**config.mk**
```make
export PLATFORM = sky130hd
export DESIGN_NAME = banco_regs_param
export DESIGN_NICKNAME = d
export VERILOG_FILES = /design/src/rtl/banco_regs_pkg.sv /design/src/rtl/banco_regs_param_scoreboard.sv /design/src/rtl/banco_regs_param.sv
export SDC_FILE = /design/constraint.sdc
export NUM_CORES = 1
export LEC_CHECK = 0
export CORE_MARGIN = 3
export CORE_UTILIZATION = 35
export CTS_CLUSTER_DIAMETER = 150
export CTS_CLUSTER_SIZE = 20
export DETAILED_ROUTE_END_ITERATION = 8
export SETUP_SLACK_MARGIN = 0.4
export SLEW_MARGIN = 40
export SYNTH_ARGS = -nofsm -noshare
export SYNTH_HDL_FRONTEND = slang
export SYNTH_SLANG_ARGS = --single-unit
```
**constraint.sdc**
```tcl
create_clock -name clk -period 4.45 [get_ports clk]
set_clock_uncertainty 0.2 [all_clocks]
set_input_delay 0.6675 -clock clk [delete_from_list [all_inputs] [get_ports clk]]
set_output_delay 0.6675 -clock clk [all_outputs]
set_load 0.005 [all_outputs]
```
**src/rtl/banco_regs_pkg.sv**
```systemverilog
// Shared definitions for the banco_regs_param register file.
//   BANCO_DATA_W / BANCO_ADDR_W : default register width and address width
//   DEPTH                       : number of registers at the default address width
//   reg_data_t / reg_addr_t     : data and address types at the default widths
package banco_regs_pkg;

    localparam int BANCO_DATA_W = 16;
    localparam int BANCO_ADDR_W = 4;
    localparam int DEPTH        = 2 ** BANCO_ADDR_W;

    typedef logic [BANCO_DATA_W-1:0] reg_data_t;
    typedef logic [BANCO_ADDR_W-1:0] reg_addr_t;

endpackage

```
**src/rtl/banco_regs_param_scoreboard.sv**
```systemverilog
// reg_scoreboard: one pending bit per register for RAW hazard detection.
// Ports:
//   clk, rst             clock and synchronous active-high reset
//   wr_en, wr_addr       writeback; clears the pending bit of wr_addr
//   rsv_en, rsv_addr     issue reservation; sets the pending bit of rsv_addr
//   rd_addr_a/b          decode read addresses
//   pend_a/pend_b        raw pending bit at each read address
//   pend_cnt             number of pending bits currently set
// With ZERO_REG != 0, writes and reserves to register 0 are dropped, so its
// pending bit stays clear after reset.
module reg_scoreboard
    import banco_regs_pkg::*;
#(
    parameter int ADDR_W   = BANCO_ADDR_W,
    parameter int ZERO_REG = 0
) (
    input  logic              clk,
    input  logic              rst,
    input  logic              wr_en,
    input  logic [ADDR_W-1:0] wr_addr,
    input  logic              rsv_en,
    input  logic [ADDR_W-1:0] rsv_addr,
    input  logic [ADDR_W-1:0] rd_addr_a,
    input  logic [ADDR_W-1:0] rd_addr_b,
    output logic              pend_a,
    output logic              pend_b,
    output logic [ADDR_W:0]   pend_cnt
);

    localparam int N_REGS = 2 ** ADDR_W;

    logic [N_REGS-1:0] pend_r;
    logic [N_REGS-1:0] pend_next_s;
    logic              wr_ok_s;
    logic              rsv_ok_s;
    logic [ADDR_W:0]   cnt_s;

    // Qualify strobes against the hard-wired zero register.
    always_comb begin
        wr_ok_s  = wr_en;
        rsv_ok_s = rsv_en;
        if ((ZERO_REG != 0) && (wr_addr == {ADDR_W{1'b0}})) begin
            wr_ok_s = 1'b0;
        end else begin
            wr_ok_s = wr_en;
        end
        if ((ZERO_REG != 0) && (rsv_addr == {ADDR_W{1'b0}})) begin
            rsv_ok_s = 1'b0;
        end else begin
            rsv_ok_s = rsv_en;
        end
    end

    // Next pending vector: clear on write first, then set on reserve, so a
    // same-address write+reserve leaves the bit set for the new producer.
    always_comb begin
        pend_next_s = pend_r;
        if (wr_ok_s) begin
            pend_next_s[wr_addr] = 1'b0;
        end else begin
            pend_next_s[wr_addr] = pend_r[wr_addr];
        end
        if (rsv_ok_s) begin
            pend_next_s[rsv_addr] = 1'b1;
        end else begin
            pend_next_s[rsv_addr] = pend_next_s[rsv_addr];
        end
    end

    // Pending-bit state register.
    always_ff @(posedge clk) begin
        if (rst) begin
            pend_r <= {N_REGS{1'b0}};
        end else begin
            pend_r <= pend_next_s;
        end
    end

    // Popcount of pending bits; one spare bit so a full vector does not wrap.
    always_comb begin
        cnt_s = {(ADDR_W+1){1'b0}};
        for (int i = 0; i < N_REGS; i++) begin
            cnt_s = cnt_s + {{ADDR_W{1'b0}}, pend_r[i]};
        end
    end

    assign pend_a   = pend_r[rd_addr_a];
    assign pend_b   = pend_r[rd_addr_b];
    assign pend_cnt = cnt_s;

endmodule

```
**src/rtl/banco_regs_param.sv**
```systemverilog
// banco_regs_param: parametrised register file with two combinational read
// ports, one write port, synchronous clear and a RAW-hazard scoreboard.
// Ports:
//   clk, rst                     clock and synchronous active-high reset
//   rd_addr_a/b -> rd_data_a/b   combinational reads
//   busy_a/b                     register at the read address has a pending write
//   wr_en, wr_addr, wr_data      write port (posedge)
//   rsv_en, rsv_addr             mark a destination register pending
//   pend_cnt                     number of pending registers
// Optional feature macro: BANCO_BYPASS_EN enables write-through forwarding
// from the write port to matching read ports in the same cycle (not while
// rst is high, never for the zero register).
module banco_regs_param
    import banco_regs_pkg::*;
#(
    parameter int DATA_W   = BANCO_DATA_W,
    parameter int ADDR_W   = BANCO_ADDR_W,
    parameter int ZERO_REG = 0
) (
    input  logic              clk,
    input  logic              rst,
    input  logic [ADDR_W-1:0] rd_addr_a,
    input  logic [ADDR_W-1:0] rd_addr_b,
    output logic [DATA_W-1:0] rd_data_a,
    output logic [DATA_W-1:0] rd_data_b,
    output logic              busy_a,
    output logic              busy_b,
    input  logic              wr_en,
    input  logic [ADDR_W-1:0] wr_addr,
    input  logic [DATA_W-1:0] wr_data,
    input  logic              rsv_en,
    input  logic [ADDR_W-1:0] rsv_addr,
    output logic [ADDR_W:0]   pend_cnt
);

    localparam int N_REGS = 2 ** ADDR_W;

    logic [DATA_W-1:0] mem_r [N_REGS];
    logic              wr_ok_s;
    logic              fwd_a_s;
    logic              fwd_b_s;
    logic              pend_a_s;
    logic              pend_b_s;

    reg_scoreboard #(
        .ADDR_W   (ADDR_W),
        .ZERO_REG (ZERO_REG)
    ) u_scoreboard (
        .clk       (clk),
        .rst       (rst),
        .wr_en     (wr_en),
        .wr_addr   (wr_addr),
        .rsv_en    (rsv_en),
        .rsv_addr  (rsv_addr),
        .rd_addr_a (rd_addr_a),
        .rd_addr_b (rd_addr_b),
        .pend_a    (pend_a_s),
        .pend_b    (pend_b_s),
        .pend_cnt  (pend_cnt)
    );

    // Writes to the hard-wired zero register are dropped.
    always_comb begin
        wr_ok_s = wr_en;
        if ((ZERO_REG != 0) && (wr_addr == {ADDR_W{1'b0}})) begin
            wr_ok_s = 1'b0;
        end else begin
            wr_ok_s = wr_en;
        end
    end

    // Storage array: synchronous clear has priority over the write port.
    always_ff @(posedge clk) begin
        if (rst) begin
            for (int i = 0; i < N_REGS; i++) begin
                mem_r[i] <= {DATA_W{1'b0}};
            end
        end else if (wr_ok_s) begin
            mem_r[wr_addr] <= wr_data;
        end
    end

    // Forwarding select per read port; wr_ok_s already excludes the zero register.
    always_comb begin
        fwd_a_s = 1'b0;
        fwd_b_s = 1'b0;
`ifdef BANCO_BYPASS_EN
        fwd_a_s = wr_ok_s && !rst && (wr_addr == rd_addr_a);
        fwd_b_s = wr_ok_s && !rst && (wr_addr == rd_addr_b);
`else
        fwd_a_s = 1'b0;
        fwd_b_s = 1'b0;
`endif
    end

    // Read port A: forwarded data, forced zero register, or stored contents.
    always_comb begin
        rd_data_a = mem_r[rd_addr_a];
        busy_a    = pend_a_s;
        if (fwd_a_s) begin
            rd_data_a = wr_data;
            busy_a    = 1'b0;
        end else if ((ZERO_REG != 0) && (rd_addr_a == {ADDR_W{1'b0}})) begin
            rd_data_a = {DATA_W{1'b0}};
            busy_a    = 1'b0;
        end else begin
            rd_data_a = mem_r[rd_addr_a];
            busy_a    = pend_a_s;
        end
    end

    // Read port B: same selection as port A.
    always_comb begin
        rd_data_b = mem_r[rd_addr_b];
        busy_b    = pend_b_s;
        if (fwd_b_s) begin
            rd_data_b = wr_data;
            busy_b    = 1'b0;
        end else if ((ZERO_REG != 0) && (rd_addr_b == {ADDR_W{1'b0}})) begin
            rd_data_b = {DATA_W{1'b0}};
            busy_b    = 1'b0;
        end else begin
            rd_data_b = mem_r[rd_addr_b];
            busy_b    = pend_b_s;
        end
    end

endmodule

```
==> flow_metrics.tcl, run 1 <==
set metrics [dict create \
    status "complete, but fails checks" \
    violations "setup timing" \
    cts-buffers-inserted 17 \
    grt_setup_unrepaired "yes" \
    cpPeakStageDelay_ps 510 \
    die_h_microns 215 \
    grt_antenna_before_repair 3 \
    ys.flop_type "edfxtp_1" \
    synthAdderAreaFrac 0.0173 \
    muxShareOfSynthArea 0.263 \
    clockRootBuffer "clkbuf_16" \
    endpoint "pend_cnt[4]" \
    cp-start-kind "register" \
    finalMaxSlewViolations 0 \
    end_kind "output pin" \
    worstPathCellList "ha_4, inv_2, fa_1, fa_1, fa_1, fa_1, fa_2, fa_2, nor2b_1, o21a_1, buf_2" \
    htree_levels 1 \
    crit_top_cell "fa_1" \
    cts_tree "yes" \
    setup-violations-final 5 \
    crit_start "u_scoreboard.pend_r[1]" \
    post-route-period-util 1.13 \
    syn_avg_cell_area_sq_um 15.4 \
    synthCells 986 \
    antenna_left 0 \
    ys_seq_area_frac 0.526 \
    synth_top_family_by_area "multiplexers" \
    grt_pass1_vias 9316 \
    fmax_mhz 199 \
    fin_ws_ps -584 \
    core_area_sq_um 42400 \
    dr_wl_met2_mm 21.5 \
    cts.reportedPaths.clkPinSlew_ps 90 \
    grt_pass1_wl_mm 64.8 \
    area_growth_pct 13.0 \
    p_leak_nw 5.76 \
    synth_compound_area_frac 0.0217 \
    dp_hpwl_mm 27.3 \
    cp_data_arrival_time_ps 4170 \
    syn-num-nets 1037 \
    fin_util 0.405 \
    mostFrequentLayoutCells "and2_1, edfxtp_1, mux4_2" \
    path_max_fanout 2 \
    required_ps 3580 \
    dr.first_iter.drc_count 922 \
    yosys_warnings 0 \
    hold_class "register to register" \
    power_density_nw_per_um2 318 \
    r2r_slack_ps 2350 \
    die_area_sq_um 46000 \
    io_pins 75 \
    synth-simple-area-share 0.137 \
    r2r-end "u_scoreboard.pend_r[4]" \
    ys_ff_latch 272 \
    worstReg2RegStart "u_scoreboard.pend_r[6]" \
    cts_sinks 272 \
    routed_wl_mm 43.8 \
    rows 75 \
    num-nets-final 1094 \
    finalWorstPathRequiredPeriod_ps 5030 \
    cts_buffer_depth 3 \
    vias 9058 \
    dp_cells 1601 \
    async_flop_share 0 \
    hold_violations 0 \
    met3WireLength_mm 2.66 \
    wl_met1_mm 18.7 \
    drt-vias-per-instance 5.57 \
    drc 0 \
    worst-setup-path-type "register to output pin" \
    insertion_delay_ps 510 \
    track_usage 0.189 \
    slew_headroom 0.497 \
    yosys.area.top_type "edfxtp_1" \
    synth_top_area_frac 0.505 \
    synth_area_leaders "edfxtp_1, mux4_2, and2_1, dfxtp_1, fa_1" \
    dr.pass1.iters 5 \
    drv_cap 0 \
    syn_area_sq_um 15200 \
    post-place-ws_ps -444 \
    io_buffers 74 \
    rr_worst_depth 6 \
    yosys.area_share.xor_xnor 0.00173 \
    synth_edf_count 256 \
    drive_gt1_frac 0.268 \
    final_common_cell "and2_1" \
    n_fill_cell 3842 \
    cts.hold.buffers_added 0 \
    die_x_microns 215 \
    max-vdd-ir-drop_mv 0.206 \
    layout.cells.non_filler 1626 \
    synthDistinctLibCells 43 \
    start_util 0.359 \
    grt-ovfl-total 0 \
    wire_per_inst_microns 26.9 \
    grt_start_max_net_pins 69 \
    slowest_stage "fa_1" \
    gp_congestion 0.841 \
    tightest_slew_ps 754 \
    post-cts-setup-buffer-count 0 \
    top_layer_used "met5" \
]
[worst max-delay path: cells and delay by family (launching register included)]
| kind | cells | cell delay, ps |
|---|---|---|
| AND/OR/NAND/NOR | 1 | 120 |
| AO/OA/AOI/OAI | 1 | 120 |
| buffers and inverters | 2 | 140 |
| adder cells (fa/ha/maj) | 7 | 2920 |
| flip-flops | 1 | 350 |
[stage by stage]
| stage | setup TNS [ps] | hold WS (ps) | power [W] | cell area [sq um] |
|---|---|---|---|---|
| detailed placement | -1300 | 408 | 0.00396 | 16700 |
| global route | -2520 | 454 | 0.00565 | 17200 |
| global placement | -1250 | 405 | 0.00395 | 16700 |
| floorplan | 0 | 314 | 0.00356 | 15200 |
| finish | -2040 | 428 | 0.00546 | 17200 |
| CTS | -2910 | 419 | 0.00551 | 17200 |
[cell type report]
| cell class | count | area, sq um | share of cell area |
|---|---|---|---|
| sequential | 272 | 8010 | 0.466 |
| multi-input combinational | 601 | 6730 | 0.391 |
| timing repair buffer | 121 | 1160 | 0.0675 |
| tap | 577 | 722 | 0.0420 |
| clock buffer | 21 | 440 | 0.0256 |
| inverter | 30 | 113 | 0.00655 |
| clock inverter | 2 | 17.5 | 0.00102 |
| antenna | 2 | 5.00 | 0.000291 |
[how the worst min path moves through the flow]
stage | end | cells after the start | startpoint
after global placement | u_scoreboard.pend_r[3] | 2 | u_scoreboard.pend_r[3]
after CTS | u_scoreboard.pend_r[11] | 2 | u_scoreboard.pend_r[11]
after detailed placement | u_scoreboard.pend_r[11] | 2 | u_scoreboard.pend_r[11]
after global routing | u_scoreboard.pend_r[3] | 2 | u_scoreboard.pend_r[3]
after floorplan | u_scoreboard.pend_r[14] | 2 | u_scoreboard.pend_r[14]
final | u_scoreboard.pend_r[9] | 2 | u_scoreboard.pend_r[9]
[kinds of logic (layout without fill, tap and decap cells)]
group / Yosys count / in the layout
and+or+nand+nor: 352 / 352
DFF: 272 / 272
muxes: 184 / 184
buffers and inverters: 113 / 174
AOI/OAI and AO/OA: 47 / 47
adders and majority gates: 15 / 15
xor gates and xnor gates: 3 / 3
other: 0 / 2
[state kept, by name, summed over array words and instances, names as in the netlist]
signal	count
mem_r	256
u_scoreboard.pend_r	16
[cell usage after synthesis (all sizes together) (5+ instances only)]
cell type  instances
and2             257
nand3              9
mux2i             11
mux4             173
inv               30
fa                10
nor2b              6
buf               32
edfxtp           256
ha                 5
a31oi              5
nor2              30
clkbuf            51
nand2             17
o31a               5
o21ai              7
a21oi             16
dfxtp             16
or2               19
[timing repair]
item	in CTS	in global routing
resized for setup	25	2
pin swaps	9	9
endpoints found under the setup margin	5	5
[metal layers]
metal / vias to the layer above / global-route usage
met5: - / 0
met4: 2 / 0.0419
met3: 60 / 0.0273
met2: 331 / 0.313
met1: 4783 / 0.267
li1: 3882 / -
[power by group]
group	switching [W]	leakage (nW)	internal [W]
Clock	0.000860	0.223	0.000708
Sequential	0.0000665	2.57	0.00294
Combinational	0.000428	2.97	0.000466
Total	0.00135	5.76	0.00411
(Power assumes the default switching activity.)
==> inputs of run 2 (changes only) <==
--- a/config.mk
+++ b/config.mk
@@ -5,11 +5,16 @@
 export SDC_FILE = /design/constraint.sdc
 export NUM_CORES = 1
 export LEC_CHECK = 0
+export ABC_CLOCK_PERIOD_IN_PS = 4450
+export CELL_PAD_IN_SITES_DETAIL_PLACEMENT = 1
+export CELL_PAD_IN_SITES_GLOBAL_PLACEMENT = 1
 export CORE_MARGIN = 3
 export CORE_UTILIZATION = 35
 export CTS_CLUSTER_DIAMETER = 150
 export CTS_CLUSTER_SIZE = 20
 export DETAILED_ROUTE_END_ITERATION = 8
+export MAX_ROUTING_LAYER = met4
+export PLACE_DENSITY_LB_ADDON = 0.1
 export SETUP_SLACK_MARGIN = 0.4
 export SLEW_MARGIN = 40
 export SYNTH_ARGS = -nofsm -noshare
==> run 2 against run 1 <==
Effect of this change:
- critical endpoint unchanged
- largest power group unchanged
- core utilization increased by 0.071 points
- maximum frequency fell by 1.8%
- the flow still finishes with violations (setup timing)
- largest cell class unchanged
- sequential power is essentially flat
==> flow_metrics.tcl, run 2 (same netlist as run 1, synthesis figures left out) <==
set metrics [dict create \
    dr.first_iter.drc_count 676 \
    fin_ws_ps -675 \
    num-nets-final 1098 \
    dr.pass1.iters 4 \
    cts.hold.buffers_added 0 \
    cts_sinks 272 \
    worst-setup-path-type "register to output pin" \
    wire_per_inst_microns 31.0 \
    required_ps 3580 \
    cts_buffer_depth 3 \
    slew_headroom 0.477 \
    crit_top_cell "fa_1" \
    finalMaxSlewViolations 0 \
    antenna_left 0 \
    finalWorstPathRequiredPeriod_ps 5120 \
    path_max_fanout 2 \
    cp_data_arrival_time_ps 4260 \
    swShare 0.258 \
    cts-buffers-inserted 17 \
    grt_pass1_wl_mm 74.3 \
    r2r_slack_ps 2270 \
    vias 9112 \
    grt-ovfl-total 0 \
    slowest_stage "fa_1" \
    die_x_microns 215 \
    drive_gt1_frac 0.271 \
    cts.reportedPaths.clkPinSlew_ps 90 \
    cp-start-kind "register" \
    dp_cells 1601 \
    clockRootBuffer "clkbuf_16" \
    grt_antenna_before_repair 6 \
    fmax_mhz 195 \
    regMostFlops "mem_r" \
    routed_wl_mm 50.7 \
    drt-vias-per-instance 5.58 \
    gp_congestion 0.796 \
    reg_top3 "mem_r (256), u_scoreboard.pend_r (16)" \
    p_leak_nw 5.78 \
    cts_tree "yes" \
    io_pins 75 \
    violations "setup timing" \
    grt_pass1_vias 9955 \
    insertion_delay_ps 520 \
    tightest_slew_ps 783 \
    post-route-period-util 1.15 \
    worstPathCellList "ha_4, inv_2, fa_1, fa_1, fa_1, fa_1, fa_2, fa_2, buf_6, nor2b_4, o21a_1, buf_2" \
    htree_levels 1 \
    mostFrequentLayoutCells "and2_1, edfxtp_1, mux4_2" \
    power_frac_clock 0.292 \
    drv_cap 0 \
    track_usage 0.229 \
    grt_start_max_net_pins 33 \
    core_area_sq_um 42400 \
    status "complete, but fails checks" \
    io_buffers 74 \
    max-vdd-ir-drop_mv 0.205 \
    cpPeakStageDelay_ps 510 \
    share_comb_of_total_power 0.166 \
    internal_power_w 0.00411 \
    die_area_sq_um 46000 \
    path_buf_inv 3 \
    dp_hpwl_mm 32.2 \
    hold_class "register to register" \
    setup-violations-final 5 \
    end_kind "output pin" \
    hold_violations 0 \
    layout.cells.non_filler 1634 \
    fin_util 0.406 \
    power_density_nw_per_um2 322 \
    cp_top_family "adder cells" \
    drc 0 \
    largest_register_ffs 256 \
    grt_setup_unrepaired "yes" \
    start_util 0.359 \
    die_h_microns 215 \
    final_common_cell "and2_1" \
    area_growth_pct 13.2 \
    p_seq_frac 0.542 \
    rows 75 \
    p_switching_w 0.00143 \
]
## run 2: changes by cell type in the layout (fill, tap and decap cells not counted), sizes merged
cell    before  now
buf         58   62
clkinv       0    2
clkbuf      21   24
inv         32   31
## run 2: worst paths after layout
path	startpoint	to	cells past startpoint
min reg2reg	u_scoreboard.pend_r[14]	u_scoreboard.pend_r[14]	2
max	u_scoreboard.pend_r[0]	pend_cnt[4]	12
min	u_scoreboard.pend_r[14]	u_scoreboard.pend_r[14]	2
max reg2reg	u_scoreboard.pend_r[7]	u_scoreboard.pend_r[6]	5
## run 2: per-stage QoR
stage	TNS [ps]	worst slack, ps	cell area (sq um)	hold slack, ps	power [W]
2_1_floorplan	0	143	15200	314	0.00356
3_3_place_gp	-1230	-404	16700	392	0.00399
3_5_place_dp	-1460	-464	16700	393	0.00400
4_1_cts	-3410	-870	17200	405	0.00561
5_1_grt	-3150	-800	17200	446	0.00575
6_report	-2580	-675	17200	403	0.00555
## run 2: tightest hold or removal path: stages (launching register included)
cell and delay, ps:
dfxtp_1 350, o21ai_0 130, a21oi_1 80
## run 2: layout make-up
| class | instances | area, sq um |
|---|---|---|
| inverters | 30 | 113 |
| repair buffers | 125 | 1160 |
| clock inverters | 3 | 21.3 |
| well taps | 577 | 722 |
| fillers | 4271 | 25200 |
| multi-input cells | 601 | 6750 |
| flip-flops and latches | 272 | 8010 |
| diodes | 2 | 5.00 |
| clock buffers | 24 | 452 |
## run 2: routing by layer
metal	global-route usage	share of wire	vias to the layer above	wire length [microns]
met3	0.0290	0.044	61	2220
met2	0.389	0.51	211	25900
met4	0.0477	0.021	0	1080
li1	-	-	3892	-
met5	-	0	-	0
met1	0.297	0.42	4948	21400
## run 2: what timing repair did
action	4_1_cts	5_1_grt
pin swaps	9	9
endpoints found under the setup margin	5	5
setup buffers	3	1
resized for setup	26	3
gates cloned	0	0
## run 2: power by group through the flow
stage,Combinational (W),Clock (W),Sequential [W]
floorplan,0.000525,0,0.00303
global placement,0.000931,0,0.00306
detailed placement,0.000932,0,0.00307
CTS,0.000934,0.00167,0.00301
global route,0.000974,0.00175,0.00303
finish,0.000920,0.00162,0.00301
